[src/rtl/gate_array_pipe.sv]
// Registered bitwise gate array with valid/ready handshake and an XOR-fold
// accumulate mode that collapses a multi-beat packet into one result word.

module gate_lane (
    input  logic [2:0] op,
    input  logic       a,
    input  logic       b,
    output logic       r
);
    always_comb begin
        r = 1'b0;
        case (op)
            3'd0: r = a & b;
            3'd1: r = a | b;
            3'd2: r = ~(a & b);
            3'd3: r = ~(a | b);
            3'd4: r = a ^ b;
            3'd5: r = ~(a ^ b);
            3'd6: r = ~a;
            3'd7: r = a;
            default: r = 1'b0;
        endcase
    end
endmodule

module gate_array_pipe #(
    parameter int WIDTH = 8,
    parameter int CNT_W = 8
) (
    input  logic             clk,
    input  logic             rst_n,
    input  logic             in_valid,
    output logic             in_ready,
    input  logic [2:0]       op,
    input  logic             acc_en,
    input  logic             in_last,
    input  logic [WIDTH-1:0] a,
    input  logic [WIDTH-1:0] b,
    output logic             out_valid,
    input  logic             out_ready,
    output logic [WIDTH-1:0] y,
    output logic [CNT_W-1:0] beats
);
    typedef enum logic {IDLE, ACCUM} state_t;

    state_t           state;
    logic [WIDTH-1:0] r;
    logic [WIDTH-1:0] acc;
    logic [CNT_W-1:0] cnt;
    logic [CNT_W-1:0] cnt_inc;
    logic             accept;

    for (genvar i = 0; i < WIDTH; i++) begin : g_lane
        gate_lane u_lane (.op(op), .a(a[i]), .b(b[i]), .r(r[i]));
    end

    assign in_ready = !out_valid || out_ready;
    assign accept   = in_valid && in_ready;
    // Beat count saturates rather than wrapping so long packets stay recognisable.
    assign cnt_inc  = (cnt == {CNT_W{1'b1}}) ? cnt : cnt + CNT_W'(1);

    always_ff @(posedge clk or negedge rst_n) begin
        if (!rst_n) begin
            state     <= IDLE;
            acc       <= '0;
            cnt       <= '0;
            out_valid <= 1'b0;
            y         <= '0;
            beats     <= '0;
        end else begin
            if (out_valid && out_ready)
                out_valid <= 1'b0;
            if (accept) begin
                case (state)
                    IDLE: begin
                        if (acc_en && !in_last) begin
                            acc   <= r;
                            cnt   <= CNT_W'(1);
                            state <= ACCUM;
                        end else begin
                            y         <= r;
                            beats     <= CNT_W'(1);
                            out_valid <= 1'b1;
                        end
                    end
                    ACCUM: begin
                        if (in_last) begin
                            y         <= acc ^ r;
                            beats     <= cnt_inc;
                            out_valid <= 1'b1;
                            acc       <= '0;
                            cnt       <= '0;
                            state     <= IDLE;
                        end else begin
                            acc <= acc ^ r;
                            cnt <= cnt_inc;
                        end
                    end
                    default: state <= IDLE;
                endcase
            end
        end
    end
endmodule

[config.mk]
export PLATFORM = sky130hd
export DESIGN_NAME = gate_array_pipe
export DESIGN_NICKNAME = d
export VERILOG_FILES = /design/src/rtl/gate_array_pipe.sv
export SDC_FILE = /design/constraint.sdc
export NUM_CORES = 1
export LEC_CHECK = 0
export BUFFER_PORTS_ARGS = -buffer_cell sky130_fd_sc_hd__buf_2
export CELL_PAD_IN_SITES_DETAIL_PLACEMENT = 0
export CELL_PAD_IN_SITES_GLOBAL_PLACEMENT = 1
export CORE_MARGIN = 8
export CORE_UTILIZATION = 43
export DETAILED_ROUTE_END_ITERATION = 8
export HOLD_SLACK_MARGIN = 0.1
export PLACE_DENSITY_LB_ADDON = 0.3
export SYNTH_ARGS = -nofsm -noshare
export SYNTH_HDL_FRONTEND = slang
export SYNTH_SLANG_ARGS = --single-unit
[constraint.sdc]
create_clock -name clk -period 2 [get_ports clk]
set_clock_uncertainty 0.1 [all_clocks]
set_input_delay 0.3 -clock clk [delete_from_list [all_inputs] [get_ports clk]]
set_output_delay 0.3 -clock clk [all_outputs]
set_load 0.03 [all_outputs]
==> results.md <==
* Die Y at between 90 and 100 µm
* Clock transition at the registers of the reported paths at approximately 0.070 ns
* Hold path startpoint: in_valid
* Clock Tree Buf Depth at 2
* GRT overflow at 0
* Num CTS Buffers at 5
* Synth Area per Inst at roughly 8.4 µm²
* CTS tree: built
* DP Worst Slack at ~0.043 ns
* Max Cap Violations at 0
* Number of global-route vias before repair at between 2,000 and 2,500
* Post-synth top area share at between 30% and 40%
* Synth async-reset ratio at 100%
* Register bit total from synthesis at 34
* Clock latency on the worst-skew pair at ~0.28 ns
* HP Class: input port to flop
* Mean number of vias per cell at approximately 5.4
* HPWL after DPL at 4890 µm
* Leakage at between 1 and 1.5 nW
* Synth unique cells at 57
* Hold Path Sink: acc[0]$_DFFE_PN0P_
* Internal power at about 1.3 mW
* DRT Wirelength at roughly 6300 µm
* Final worst slack at between 0.2 and 0.25 ns
* Clk sink count at 34
* Die ar. at around 9000 µm²
* Total Power at between 2 and 2.5 mW
* Core footprint at 6200 µm²
* Most used DFF post-synth: dfrtp_1
* Leading area contributor after synthesis: dfrtp_1
* Placed Instances at 444
* Hold path depth at 3
* Comb pwr share at a little over a third
* Arr. time, crit path at 1.87 ns
* NetSw at 0.802 mW
* Final Cycle Share at roughly nine tenths
* CP Launch Type: flop
* Reg2reg start: out_valid$_DFF_PN0_
* Max VDD drop at ~420 µV
* Area Overhead vs Synth at 16.0%
* Htree depth at 2
* FF-to-FF End: acc[3]$_DFFE_PN0P_
* Slew HR at around three fifths
* Number of enable flip-flop cells after synthesis at 0
* Antenna viol nets, final at 0
* RSZ-0062 raised after global routing: false
* Power share of the clock group at between 20% and 30%
* Final Slew Violations at 0
* Fin Setup TNS at 0 ns
* Rows at 29
* Area of the multi-input gates at roughly 1700 µm²
* Die Wd at 95.3 µm
* Port Buffers at 42
* Sequential share of power at approximately two fifths
* Register area at around 850 µm²
* Seq/Total Area, Yosys at between 30% and 40%
* Synth Warn # at 0
* PwrDens at around 690 nW/µm²
* Post-cts repair resize count at 0
* Syn Std Cell Area at 2710 µm²
* Reg2reg setup slack at between 0.2 and 0.25 ns
* Setup Buffers After CTS at 0
* CTS root buf: clkbuf_8
* Final cell count without fillers at between 400 and 500
* Ant. Diodes at 0
* Effective utilization at floorplan at between 40 and 50%
* Outcome: finished, final reports clean
* Global-route wire length before repair at 10,600 µm
* Io pins at 43
* Max Fclk at between 500 and 600 MHz
* First DRT Iteration DRCs at 110
* Min cycle time layout at roughly 1.8 ns
* Net Sw Frac at between 30% and 40%
* Synthesized instance count at 322
* CP Class: flop to flop
* FILL cells at roughly 620
* Routed vias at around 2,400
* Crit path required time at about 2.1 ns
* Crit path max fanout at 11
* CP Capture Type: flop
* Share of post-route cells with drive strength above 1 at a little over a fifth
* Final setup fails at 0
* DRC Markers at 0
* Slew @ Worst Pin at 0.570 ns
* Pin count of the biggest net entering global routing at 37
* GP Congestion at 0.817
* Hold Fails Final Rpt at 0
* Total GRT Usage at ~14%
* R2R depth at 5
* Average wire per standard cell at between 10 and 15 µm
* Post-synth net total at ~360
* Final nets at roughly 420
* TritonRoute pass-1 iters at 4
* Synth top area cells: dfrtp_1, ha_1, xor2_1, nand2_1, o21ai_0
* Initial antenna violation count at 0
==> kinds of logic after synthesis <==
kind of cell | Yosys count | share of synthesized area [%]
AO/OA/AOI/OAI | 87 | 22.7
flip-flops | 34 | 31.5
adder cells (fa/ha/maj) | 17 | 7.86
AND/OR/NAND/NOR | 124 | 23.1
multiplexers | 2 | 1.20
buffers and inverters | 38 | 7.26
XOR/XNOR | 20 | 6.48
==> critical path, stage by stage, from the launching register on <==
cell      delay [ns]
dfrtp_1         0.38
nand2b_1        0.20
nand2_2         0.13
or2_2           0.43
a31o_2          0.25
a32o_1          0.20
==> sequential cells by signal (all words and copies together), names as in the netlist <==
name and cells:
acc 8, beats 8, cnt 8, out_valid 1, state 1, y 8
==> through the flow <==
stage                     util, %  instance area (µm²)  hold slack (ns)
after detailed placement     49.1                 3050            0.233
final                        50.6                 3140            0.240
after global routing         50.6                 3140            0.240
after global placement       49.1                 3050            0.229
after CTS                    50.6                 3140            0.227
after floorplan                 -                 2710          -0.0956
==> synthesized netlist by cell type (all sizes together), types with 2 or more instances <==
library cell	n
nand2	38
dfrtp	34
o21ai	27
nor2	22
inv	20
ha	17
xor2	16
nand3	14
buf	13
nor2b	11
o211ai	10
a21oi	9
nor3	7
o31ai	7
nand4	6
and3	5
clkbuf	5
a211oi	4
a31o	4
a32o	4
and2b	4
or3	4
xnor2	4
a31oi	3
o21a	3
o2bb2ai	3
or4	3
and2	2
and4	2
mux2i	2
o31a	2
o32a	2
or2	2
==> area by class of cell <==
class	count	area share, %
clock buffer	5	2.19
clock inverter	2	0.319
inverter	20	2.39
multi-input combinational	250	52.9
sequential	34	27.1
tap	77	3.07
timing repair buffer	64	12.0
==> placed cells by master (no fill, tap or decap), drive strengths merged, types with 3 or more instances in the layout <==
master / Yosys / final
a211oi: 4 / 4
a21oi: 9 / 9
a31o: 4 / 4
a31oi: 3 / 3
a32o: 4 / 4
and2b: 4 / 4
and3: 5 / 5
buf: 13 / 63
clkbuf: 5 / 5
dfrtp: 34 / 34
ha: 17 / 17
inv: 20 / 20
nand2: 38 / 38
nand3: 14 / 14
nand4: 6 / 6
nor2: 22 / 22
nor2b: 11 / 11
nor3: 7 / 7
o211ai: 10 / 10
o21a: 3 / 3
o21ai: 27 / 27
o2bb2ai: 3 / 3
o31ai: 7 / 7
or3: 4 / 4
or4: 3 / 3
xnor2: 4 / 4
xor2: 16 / 16
==> timing repair <==
item                       in CTS  in global routing
setup endpoints to repair       0                  0
hold buffers                    1                  0
hold endpoints to repair       22                  0
==> metal layers <==
metal	global-route usage (%)	part of all wire, %
met1	19.5	50
met2	23.2	45
met3	2.52	3.8
met4	3.64	0.94
met5	0	0
==> how the worst max path moves through the flow <==
stage | to | slack [ns] | cells after the start | start
after floorplan | acc[4]$_DFFE_PN0P_ | 0.06 | 7 | out_valid$_DFF_PN0_
after global placement | acc[5]$_DFFE_PN0P_ | 0.08 | 7 | op[1]
after detailed placement | acc[7]$_DFFE_PN0P_ | 0.04 | 7 | op[1]
after CTS | acc[4]$_DFFE_PN0P_ | 0.20 | 5 | out_valid$_DFF_PN0_
after global routing | acc[4]$_DFFE_PN0P_ | 0.12 | 5 | out_valid$_DFF_PN0_
final | acc[3]$_DFFE_PN0P_ | 0.21 | 5 | out_valid$_DFF_PN0_
==> power groups by stage <==
stage                     Sequential, mW  Clock [mW]  Combinational, mW
after floorplan                     1.01           0              0.429
after global placement             0.909           0              0.764
after detailed placement           0.912           0              0.779
after CTS                          0.899       0.503              0.781
after global routing               0.918       0.533              0.862
final                              0.899       0.480              0.773
No activity file was read; power rests on OpenSTA's default activity.
